--- src/rtl/pipe_pkg.sv ---
// Shared types for the pipeline hazard unit: FSM states, forwarding selects
// and the default register-file address width.
package pipe_pkg;

  localparam int DEF_RF_AW = 5;

  typedef enum logic [1:0] {
    ST_RUN      = 2'd0,
    ST_MEM_WAIT = 2'd1,
    ST_FAULT    = 2'd2
  } state_t;

  typedef enum logic [1:0] {
    FWD_RF  = 2'd0,
    FWD_MEM = 2'd1,
    FWD_WB  = 2'd2
  } fwd_sel_t;

endpackage

--- src/rtl/fwd_select.sv ---
// Operand forwarding mux select for one ALU source register.
// The younger MEM-stage result wins over the WB-stage result; x0 is never forwarded.
module fwd_select
  import pipe_pkg::*;
#(
  parameter int RF_AW = DEF_RF_AW
) (
  input  logic [RF_AW-1:0] ex_rs,
  input  logic [RF_AW-1:0] mem_rd,
  input  logic             mem_regwrite,
  input  logic [RF_AW-1:0] wb_rd,
  input  logic             wb_regwrite,
  output fwd_sel_t         sel
);

  always_comb begin
    sel = FWD_RF;
    if (wb_regwrite && (wb_rd != '0) && (wb_rd == ex_rs)) begin
      sel = FWD_WB;
    end
    if (mem_regwrite && (mem_rd != '0) && (mem_rd == ex_rs)) begin
      sel = FWD_MEM;
    end
  end

endmodule

--- src/rtl/pipeline_hazard_unit.sv ---
// Hazard control for a 5-stage pipeline: memory-wait freeze with timeout fault,
// branch redirect flush, load-use stall, operand forwarding and a stall counter.
module pipeline_hazard_unit
  import pipe_pkg::*;
#(
  parameter int RF_AW       = DEF_RF_AW,
  parameter int TIMEOUT_CYC = 16,
  parameter int CNT_W       = 16
) (
  input  logic             CLK,
  input  logic             RST,
  input  logic [RF_AW-1:0] DEC_RS1,
  input  logic [RF_AW-1:0] DEC_RS2,
  input  logic             DEC_USES_RS1,
  input  logic             DEC_USES_RS2,
  input  logic [RF_AW-1:0] EX_RS1,
  input  logic [RF_AW-1:0] EX_RS2,
  input  logic [RF_AW-1:0] EX_RD,
  input  logic             EX_REGWRITE,
  input  logic             EX_MEMREAD,
  input  logic [RF_AW-1:0] MEM_RD,
  input  logic             MEM_REGWRITE,
  input  logic [RF_AW-1:0] WB_RD,
  input  logic             WB_REGWRITE,
  input  logic             BR_TAKEN,
  input  logic             MEM_REQ,
  input  logic             MEM_READY,
  output logic             PC_WRITE,
  output logic             FD_EN,
  output logic             DE_EN,
  output logic             EM_EN,
  output logic             MW_EN,
  output logic             FD_FLUSH,
  output logic             DE_FLUSH,
  output logic [1:0]       FWD_A_SEL,
  output logic [1:0]       FWD_B_SEL,
  output logic             MEM_FAULT,
  output logic [CNT_W-1:0] STALL_CNT
);

  localparam logic [7:0] TIMEOUT_V = 8'(TIMEOUT_CYC);

  state_t     state_q, state_d;
  logic [7:0] wait_q, wait_d;
  logic [7:0] wait_inc;
  logic       freeze;
  logic       load_use;
  fwd_sel_t   fwd_a, fwd_b;

  // Loads always write a register, so the hazard check keys on EX_MEMREAD alone.
  logic unused_ex_regwrite;
  assign unused_ex_regwrite = EX_REGWRITE;

  // Memory handshake: MEM_REQ is held by the MEM stage until a cycle in which
  // MEM_READY=1; that cycle completes the access and the pipeline may advance.
  assign freeze = (MEM_REQ && !MEM_READY)
                || ((state_q == ST_MEM_WAIT) && !MEM_READY)
                || (state_q == ST_FAULT);

  assign load_use = EX_MEMREAD && (EX_RD != '0)
                  && ((DEC_USES_RS1 && (DEC_RS1 == EX_RD))
                   || (DEC_USES_RS2 && (DEC_RS2 == EX_RD)));

  assign wait_inc = wait_q + 8'd1;

  always_ff @(posedge CLK or negedge RST) begin
    if (!RST) begin
      state_q <= ST_RUN;
      wait_q  <= '0;
    end else begin
      state_q <= state_d;
      wait_q  <= wait_d;
    end
  end

  always_comb begin
    state_d = state_q;
    wait_d  = wait_q;
    case (state_q)
      ST_RUN: begin
        if (MEM_REQ && !MEM_READY) begin
          state_d = ST_MEM_WAIT;
          wait_d  = '0;
        end
      end
      ST_MEM_WAIT: begin
        if (MEM_READY) begin
          state_d = ST_RUN;
        end else begin
          wait_d = wait_inc;
          if (wait_inc == TIMEOUT_V) begin
            state_d = ST_FAULT;
          end
        end
      end
      ST_FAULT: begin
        state_d = ST_FAULT;
      end
      default: begin
        state_d = ST_RUN;
      end
    endcase
  end

  // Priority: freeze > redirect > load-use.
  always_comb begin
    PC_WRITE = 1'b1;
    FD_EN    = 1'b1;
    DE_EN    = 1'b1;
    EM_EN    = 1'b1;
    MW_EN    = 1'b1;
    FD_FLUSH = 1'b0;
    DE_FLUSH = 1'b0;
    if (freeze) begin
      PC_WRITE = 1'b0;
      FD_EN    = 1'b0;
      DE_EN    = 1'b0;
      EM_EN    = 1'b0;
      MW_EN    = 1'b0;
    end else if (BR_TAKEN) begin
      FD_FLUSH = 1'b1;
      DE_FLUSH = 1'b1;
    end else if (load_use) begin
      PC_WRITE = 1'b0;
      FD_EN    = 1'b0;
      DE_FLUSH = 1'b1;
    end
  end

  assign MEM_FAULT = (state_q == ST_FAULT);

  always_ff @(posedge CLK or negedge RST) begin
    if (!RST) begin
      STALL_CNT <= '0;
    end else if (!PC_WRITE && (STALL_CNT != '1)) begin
      STALL_CNT <= STALL_CNT + CNT_W'(1);
    end
  end

  fwd_select #(.RF_AW(RF_AW)) u_fwd_a (
    .ex_rs        (EX_RS1),
    .mem_rd       (MEM_RD),
    .mem_regwrite (MEM_REGWRITE),
    .wb_rd        (WB_RD),
    .wb_regwrite  (WB_REGWRITE),
    .sel          (fwd_a)
  );

  fwd_select #(.RF_AW(RF_AW)) u_fwd_b (
    .ex_rs        (EX_RS2),
    .mem_rd       (MEM_RD),
    .mem_regwrite (MEM_REGWRITE),
    .wb_rd        (WB_RD),
    .wb_regwrite  (WB_REGWRITE),
    .sel          (fwd_b)
  );

  assign FWD_A_SEL = fwd_a;
  assign FWD_B_SEL = fwd_b;

endmodule

--- config.mk ---
export PLATFORM = sky130hd
export DESIGN_NAME = pipeline_hazard_unit
export DESIGN_NICKNAME = d
export VERILOG_FILES = /design/src/rtl/pipe_pkg.sv /design/src/rtl/fwd_select.sv /design/src/rtl/pipeline_hazard_unit.sv
export SDC_FILE = /design/constraint.sdc
export NUM_CORES = 1
export LEC_CHECK = 0
export BUFFER_PORTS_ARGS = -buffer_cell sky130_fd_sc_hd__clkbuf_2
export CORE_ASPECT_RATIO = 0.8
export CORE_MARGIN = 2
export CORE_UTILIZATION = 45
export CTS_CLUSTER_SIZE = 30
export DETAILED_ROUTE_END_ITERATION = 8
export MAX_ROUTING_LAYER = met4
export PLACE_DENSITY = 0.76
export SLEW_MARGIN = 40
export SYNTH_ARGS = -nofsm -noshare
export SYNTH_HDL_FRONTEND = slang
export SYNTH_SLANG_ARGS = --single-unit
--- constraint.sdc ---
create_clock -name CLK -period 3.4 [get_ports CLK]
set_clock_uncertainty 0.1 [all_clocks]
set_input_delay 0.51 -clock CLK [delete_from_list [all_inputs] [get_ports CLK]]
set_output_delay 0.51 -clock CLK [all_outputs]
set_load 0.03 [all_outputs]
==> results of run 1 <==
cells by family after synthesis:
logic type | count (synthesis)
compound gates | 26
xor+xnor | 45
fa+ha+maj | 2
buf+inv | 12
flops | 26
mux | 1
simple gates | 79
flip-flops by register name, indices dropped and copies added, names as in the netlist:
signal and count:
STALL_CNT 16, state_q 2, wait_q 8
worst max-delay path by stage:
stage | end | slack [ns] | depth (start not counted)
2_1_floorplan | FWD_A_SEL[1] | 0.34 | 4
3_3_place_gp | FWD_A_SEL[1] | 0.72 | 6
3_5_place_dp | FWD_A_SEL[1] | 0.72 | 6
4_1_cts | FWD_A_SEL[1] | 0.72 | 6
5_1_grt | FWD_B_SEL[1] | 0.61 | 6
6_report | FWD_A_SEL[1] | 0.71 | 6
power breakdown:
group          internal [W]  switching, W
logic              0.000149      0.000255
clock network      0.000158     0.0000970
registers          0.000375     0.0000831
metrics by stage:
step                util (%)  area [µm²]  std cells
finish                  59.3        2250        318
global route            59.3        2250        318
CTS                     59.3        2250        318
detailed placement      57.4        2180        314
global placement        57.4        2180        314
floorplan                  -        1780        191
final cells by class:
cell class                      count  area, µm²  share of cell area [%]
Multi-Input combinational cell    153       1070                    47.4
Tap cell                           55       68.8                    3.05
Clock inverter                      1       30.0                    1.33
Timing Repair Buffer               73        368                    16.3
Clock buffer                        3       41.3                    1.83
Sequential cell                    26        651                    28.9
Inverter                            7       26.3                    1.17
per-layer routing:
layer,up-vias,part of all wire [%],wire length [µm]
li1,818,-,-
met1,740,46,1760
met2,44,48,1830
met3,5,5.1,194
met4,0,0.94,36
met5,-,0,0
synthesized netlist by cell type, types with 2 or more instances:
| library cell | count |
|---|---|
| nand2b_1 | 3 |
| a21oi_1 | 3 |
| dfrtp_1 | 26 |
| nand2_1 | 16 |
| xor2_1 | 26 |
| xnor2_1 | 19 |
| nor4_1 | 7 |
| ha_1 | 2 |
| o21ai_0 | 13 |
| inv_1 | 7 |
| nand4_1 | 4 |
| nor3b_1 | 3 |
| o21a_1 | 2 |
| nor2_1 | 11 |
| nor3_1 | 5 |
| nand3_1 | 7 |
| o31ai_1 | 2 |
| buf_4 | 3 |
| and3_1 | 3 |
| or4_1 | 5 |
| nor2b_1 | 2 |
==> flow_summary.toml, run 1 <==
[power_and_ir_drop]
max-vdd-ir-drop_v = 0.000407
power.density_nw_per_um2 = 495
p_leak_nw = 1.10
p_total_w = 0.00112

[setup_path]
startpoint = "MEM_RD[0]"
required_ns = 2.79
start_kind = "input pin"
crit_path_top_delay_cell = "or4_1"
crit_fanout = 3
crit_arrival_ns = 2.08
rrSetupSlack_ns = 1.14
r2r_start = "STALL_CNT[0]"
critPathMaxStageDelay_ns = 0.53
crit_family = "simple AND/OR/NAND/NOR gates"
critPathCaptureType = "output pin"
path_buf_inv = 2
rr_endpoint = "STALL_CNT[1]"
criticalPathCategory = "in -> out"
reg2regPathDepth = 6
critical_path.cell_chain = "clkbuf_2 -> or4_1 -> o21ai_0 -> nor4_1 -> nor4_1 -> clkbuf_2"

[detailed_routing]
via_per_inst = 5.05
remaining_drc_errors = 0
dr.first_iter.drc_count = 48
drtAntennaViolNets = 0
routed_wl_um = 3820
dr.pass1.iters = 4
vias = 1607
wire_per_inst_um = 12.0

[clock_network]
htree_levels = 1
root_buffer = "clkbuf_8"
cts_buffers = 3
path_clk_slew_ns = 0.09
clk_path_buf_depth = 2
clock_sinks = 26
clk-insertion-delay-late_ns = 0.28
post_cts_resized = 0
ctsHoldBuffers = 0
postCtsSetupBuffers = 0
cts_tree = "built"

[synth]
syn_area_um2 = 1780
yosys-top-cells-area = "dfrtp_1 36%, xor2_1 13%, xnor2_1 9.3%, o21ai_0 3.6%, nand2_1 3.4%"
synthSimpleGateAreaFrac_pct = 26.1
synth_warnings = 0
synthArstFlopShare_pct = 100
yosys.area.top_type_share_pct = 36.5
synth-edff-count = 0
yosys.area_share.adder_pct = 1.40
synth_ff_type = "dfrtp_1"
synth_top_area_cell = "dfrtp_1"
synthDistinctLibCells = 43
synth_seq_cells = 26
synthCells = 191
synth-compound-area-share_pct = 9.54
synth.avg_cell_area_um2 = 9.34
seq_area_frac_synth_pct = 36.5
synth-xor-area-share_pct = 22.1
synth_top_family_by_area = "simple AND/OR/NAND/NOR gates"
synth_nets = 239
synthMuxAreaShare_pct = 0.842

[global_route]
grt_use_total_pct = 18.4
grt_antenna_before_repair = 0
use_met3_pct = 4.05
grt_max_degree = 27
grt_use_met2_pct = 29.5
grt.busiest_layer = "met2"
first_global_vias = 1441
grt_pass1_wl_um = 6170
grt.met1_usage_pct = 23.7
grt_overflow = 0

[cells_and_area]
area_growth_pct = 26.4
layout_common_cells = "72 x clkbuf_2, 26 x dfrtp_1, 26 x xor2_1"
antennaDiodeCount = 0
layout-drive-gt1-share_pct = 33.8
num-fill-cells = 345
layout_commonest_cell = "clkbuf_2"
final_nets = 312

[place]
dp_slack_ns = 0.724
hpwl_um = 3160
port_buffers = 72
gp_congestion = 0.816

[sta]
setup_tns_ns = 0
slew_headroom_pct = 57.2
rsz0062_at_grt = "false"
setup_viol = 0
fin_crit_ns = 2.69
tightest_slew_ns = 0.642
hold_viol_final = 0
worst_slack_ns = 0.711
fin_crit_sh_pct = 79.1
maxSlewViolCount = 0
hold_ws_ns = 0.137
timing.fmax_mhz = 372

[floorplan]
fp.dieArea_um2 = 4490
num_rows = 20
die_h_um = 60.3
ios = 74
coreArea_um2 = 3800
die_x_um = 74.4
initial_core_util_pct = 46.9

[job]
max_cap_violations = 0

[worst_hold_path]
hold_path.class = "in -> async"

[run_status]
outcome = "completed"
No activity file was read; power rests on OpenSTA's default activity.
==> run 2, diff against run 1 <==
Settings changed: CORE_UTILIZATION 45 to 43.
Clock period 3.4 ns to 2.2 ns, I/O delays scaled along.
==> run 2 against run 1 <==
  * Utilization grew 1.3 points
  * Die area rose by 4.4%
  * Sequential power up 55%
  * Clock power increased by 7%
  * Worst setup slack lost 0.63 ns
  * Sequential cell count unchanged
  * Via count grew 3.2%
  * Count of clock-buffer cells in the layout is 1 higher
  * Cell count grew 3.1%
  * Worst hold slack improved by 0.25 ns
  * Cell area is 4.2% higher
  * First-iteration DRC count up 40%
  * Critical endpoint unchanged
==> flow_summary.toml, run 2 (synthesis gave the netlist of run 1 again) <==
[power_and_ir_drop]
p_leak_nw = 1.13
max-vdd-ir-drop_v = 0.000616
p_int_w = 0.000961
sw_frac_of_total_pct = 41.4
power.density_nw_per_um2 = 698
power_frac_clock_pct = 16.6
pwr-share-comb_pct = 40.1
seqPwrFrac_pct = 43.2
p_sw_w = 0.000678

[setup_path]
critPathCaptureType = "output pin"
start_kind = "input pin"
r2r_start = "STALL_CNT[2]"
rr_endpoint = "STALL_CNT[15]"
reg2regPathDepth = 6
crit_arrival_ns = 1.69
criticalPathCategory = "in -> out"
rrSetupSlack_ns = 0.10
required_ns = 1.77
crit_fanout = 2

[floorplan]
die_h_um = 61.6
ios = 74
num_rows = 20
coreArea_um2 = 3880
die_x_um = 76.0
fp.dieArea_um2 = 4680
initial_core_util_pct = 46.0

[sta]
maxSlewViolCount = 0
setup_viol = 0
tightest_slew_ns = 0.644
slew_headroom_pct = 56.8
hold_ws_ns = 0.390
timing.fmax_mhz = 473
fin_crit_sh_pct = 96.2
setup_tns_ns = 0
hold_viol_final = 0
fin_crit_ns = 2.12

[cells_and_area]
layout_common_cells = "70 x clkbuf_2, 26 x xor2_1, 24 x dfrtp_1"
final_nets = 322
layout-drive-gt1-share_pct = 38.8
top_regs = "STALL_CNT (16), wait_q (8), state_q (2)"
layout_commonest_cell = "clkbuf_2"
layout.core_utilization_pct = 60.5
instances_no_fill = 328
top_register = "STALL_CNT"
largest_register_ffs = 16
antennaDiodeCount = 0
area_growth_pct = 31.6

[global_route]
first_global_vias = 1506
grt_pass1_wl_um = 6830
grt_use_total_pct = 19.1
grt_overflow = 0
grt_max_degree = 27
grt_antenna_before_repair = 0

[worst_hold_path]
whs_path_depth = 1
min_to = "wait_q[7]"
hold_path.class = "reg -> reg"
hold_path.startpoint = "wait_q[7]"

[clock_network]
clk-insertion-delay-late_ns = 0.27
htree_levels = 1
cts_tree = "built"
clock_sinks = 26
root_buffer = "clkbuf_8"
clk_path_buf_depth = 2
path_clk_slew_ns = 0.08
cts_buffers = 3

[job]
max_cap_violations = 0

[place]
placed_cells_incl_taps = 322
hpwl_um = 3390
gp_congestion = 0.750
port_buffers = 72

[detailed_routing]
routed_wl_um = 4140
dr.pass1.iters = 4
via_per_inst = 5.05
remaining_drc_errors = 0
dr.first_iter.drc_count = 67
drtAntennaViolNets = 0
vias = 1658
wire_per_inst_um = 12.6

[run_status]
outcome = "completed"
[run 2: cell count changes in the layout (fill, tap and decap cells not counted), moves of 2 or more]
cell,before,now
dfrtp_1,26,24
clkbuf_2,72,70
dfrtp_2,0,2
nor4_2,1,4
nor4_1,7,4
buf_4,1,12
[run 2: final cells by class]
cell class / instances / area (µm²)
Multi-Input combinational cell: 153 / 1100
Inverter: 7 / 26.3
Fill cell: 358 / 1530
Sequential cell: 26 / 653
Tap cell: 55 / 68.8
Clock buffer: 4 / 45.0
Timing Repair Buffer: 83 / 450
[run 2: repair_timing]
action,4_1_cts,5_1_grt
endpoints found under the hold margin,13,0
setup endpoints to repair,1,12
pin swaps,0,1
buffers inserted,0,1
hold buffers,1,0
resized for setup,3,6
[run 2: layer usage]
| metal | vias up | global-route usage (%) | part of all wire [%] |
|---|---|---|---|
| met1 | 790 | 24.9 | 48 |
| li1 | 835 | - | - |
| met5 | - | - | 0 |
| met2 | 28 | 30.5 | 48 |
| met3 | 5 | 4.55 | 3.5 |
| met4 | 0 | 5.45 | 0.92 |
[run 2: worst max path at each step]
stage | start | endpoint | slack, ns | depth (start not counted)
after floorplan | MEM_RD[0] | FWD_A_SEL[1] | -0.16 | 4
after global placement | MEM_RD[0] | FWD_A_SEL[1] | -0.05 | 6
after detailed placement | MEM_RD[0] | FWD_A_SEL[1] | -0.10 | 6
after CTS | MEM_RD[0] | FWD_A_SEL[1] | 0.04 | 6
after global routing | STALL_CNT[2] | STALL_CNT[15] | -0.04 | 6
final | MEM_RD[0] | FWD_A_SEL[1] | 0.08 | 6
[run 2: power by group through the flow]
stage,Combinational (W),Clock (W),Sequential [W]
6_report,0.000658,0.000273,0.000709
3_3_place_gp,0.000637,0,0.000709
5_1_grt,0.000717,0.000300,0.000731
3_5_place_dp,0.000649,0,0.000713
4_1_cts,0.000654,0.000282,0.000704
2_1_floorplan,0.000269,0,0.000858
[run 2: worst max-delay path: stages]
cell and delay [ns]:
clkbuf_2 0.09, or4_1 0.55, o21ai_2 0.17, nor4_2 0.08
nor4_2 0.27, buf_4 0.20
[run 2: stage by stage]
step,setup WS (ns),cell area [µm²],power [W]
2_1_floorplan,-0.161,1810,0.00113
3_3_place_gp,-0.0470,2270,0.00135
3_5_place_dp,-0.103,2270,0.00136
4_1_cts,0.0374,2330,0.00164
5_1_grt,-0.0396,2350,0.00175
6_report,0.0837,2350,0.00164
==> run 3, diff against run 2 <==
Settings changed: CELL_PAD_IN_SITES_DETAIL_PLACEMENT set to 1, CELL_PAD_IN_SITES_GLOBAL_PLACEMENT set to 1, CORE_UTILIZATION 43 to 38, PLACE_DENSITY 0.76 to not set, PLACE_DENSITY_LB_ADDON set to 0.1.
Clock period 2.2 ns to 2.7 ns, I/O delays scaled along.
==> run 3 against run 2 <==
  * Critical path depth unchanged
  * Count of clock-buffer cells in the layout decreased by 1
  * Highest routed layer is now met3
  * Via count decreased by 3.6%
  * Die area increased by 12%
  * Cell area decreased by 2.9%
  * Wire length increased by 4.7%
  * Worst setup slack improved by 0.15 ns
==> flow_summary.toml, run 3 (synthesis gave the netlist of run 1 again) <==
[run_status]
outcome = "completed"

[floorplan]
die_h_um = 65.3
initial_core_util_pct = 39.3
num_rows = 22
fp.dieArea_um2 = 5260
die_x_um = 80.6
coreArea_um2 = 4540
ios = 74

[global_route]
grt_use_total_pct = 17.9
grt_antenna_before_repair = 0
use_met3_pct = 4.40
grt.busiest_layer = "met2"
grt_use_met2_pct = 27.9
grt_pass1_wl_um = 7390
grt.met1_usage_pct = 24.4
first_global_vias = 1620
grt_max_degree = 27
grt_overflow = 0

[sta]
maxSlewViolCount = 0
tightest_slew_ns = 0.660
fin_crit_ns = 2.47
rsz0062_at_grt = "false"
timing.fmax_mhz = 405
hold_ws_ns = 0.0420
setup_tns_ns = 0
fin_crit_sh_pct = 91.5
slew_headroom_pct = 56.0
hold_viol_final = 0
setup_viol = 0

[setup_path]
cpMostUsedCell = "clkbuf_2"
crit_arrival_ns = 1.97
crit_fanout = 3
crit_family = "simple AND/OR/NAND/NOR gates"
critPathCaptureType = "output pin"
required_ns = 2.19
critPathMaxStageDelay_ns = 0.54
start_kind = "input pin"
crit_path_top_delay_cell = "or4_1"
criticalPathCategory = "in -> out"
path_buf_inv = 2
critical_path.cell_chain = "clkbuf_2 -> or4_1 -> o21ai_0 -> nor4_1 -> nor4_2 -> clkbuf_2"

[clock_network]
ctsHoldBuffers = 0
clk-insertion-delay-late_ns = 0.27
post_cts_resized = 0
clk_path_buf_depth = 2
htree_levels = 1
path_clk_slew_ns = 0.09
cts_buffers = 3
clock_sinks = 26
root_buffer = "clkbuf_8"
postCtsSetupBuffers = 0
cts_tree = "built"

[place]
hpwl_um = 3600
gp_congestion = 0.768
port_buffers = 72
place_area_um2 = 2210

[cells_and_area]
layout-drive-gt1-share_pct = 34.8
final_nets = 313
antennaDiodeCount = 0
largest_register_ffs = 16
area_growth_pct = 27.8
layout_commonest_cell = "clkbuf_2"
layout.core_utilization_pct = 50.2
layout_common_cells = "72 x clkbuf_2, 26 x dfrtp_1, 26 x xor2_1"
design_area_um2 = 2280
top_regs = "STALL_CNT (16), wait_q (8), state_q (2)"
top_register = "STALL_CNT"

[detailed_routing]
remaining_drc_errors = 0
wire_per_inst_um = 13.4
vias = 1599
via_per_inst = 4.94
dr.pass1.iters = 4
routed_wl_um = 4340
drtAntennaViolNets = 0
dr.first_iter.drc_count = 34

[power_and_ir_drop]
power.density_nw_per_um2 = 621
p_int_w = 0.000860
pwr-share-comb_pct = 36.6
seqPwrFrac_pct = 40.7
sw_frac_of_total_pct = 39.3
max-vdd-ir-drop_v = 0.000374
power_frac_clock_pct = 22.7
p_sw_w = 0.000557
p_leak_nw = 1.10

[worst_hold_path]
hold_path.class = "in -> async"

[job]
max_cap_violations = 0
-- run 3: cell count changes in the layout (fill, tap and decap cells not counted), sizes merged --
cell	change
buf	-10
dlygate4sd3	-1
bufinv	+1
clkbuf	+1
-- run 3: area by class of cell --
cell class / instances / area, µm²
Clock buffer: 3 / 41.3
Clock inverter: 1 / 30.0
Fill cell: 586 / 2260
Inverter: 7 / 26.3
Multi-Input combinational cell: 153 / 1080
Sequential cell: 26 / 651
Tap cell: 60 / 75.1
Timing Repair Buffer: 74 / 375
-- run 3: power groups by stage --
stage	clock network, W	registers [W]	logic [W]
floorplan	0	0.000696	0.000218
global placement	0	0.000578	0.000514
detailed placement	0	0.000583	0.000524
CTS	0.000340	0.000575	0.000526
global route	0.000354	0.000597	0.000570
finish	0.000322	0.000577	0.000518
-- run 3: path summary, 6_finish.rpt --
kind	startpoint	to	slack [ns]	depth (start not counted)
max in group asynchronous	RST	STALL_CNT[1]	2.02	1
worst min register to register	wait_q[7]	wait_q[7]	0.40	1
min in group CLK	wait_q[7]	wait_q[7]	0.40	1
worst max register to register	STALL_CNT[0]	STALL_CNT[4]	0.56	7
worst min-delay path	RST	STALL_CNT[14]	0.04	1
worst max-delay path	MEM_RD[0]	FWD_A_SEL[1]	0.23	6
-- run 3: layer usage --
| metal | share of wire (%) | wire length [µm] | vias up |
|---|---|---|---|
| met2 | 46 | 2000 | 39 |
| li1 | - | - | 813 |
| met1 | 48 | 2090 | 747 |
| met3 | 5.7 | 248 | 0 |
| met5 | 0 | 0 | - |
| met4 | 0 | 0 | 0 |
-- run 3: through the flow --
step / setup WS [ns] / power (W) / cells
2_1_floorplan: 0.155 / 0.000913 / 191
3_3_place_gp: 0.277 / 0.00109 / 320
3_5_place_dp: 0.225 / 0.00111 / 320
4_1_cts: 0.219 / 0.00144 / 324
5_1_grt: 0.118 / 0.00152 / 324
6_report: 0.230 / 0.00142 / 324
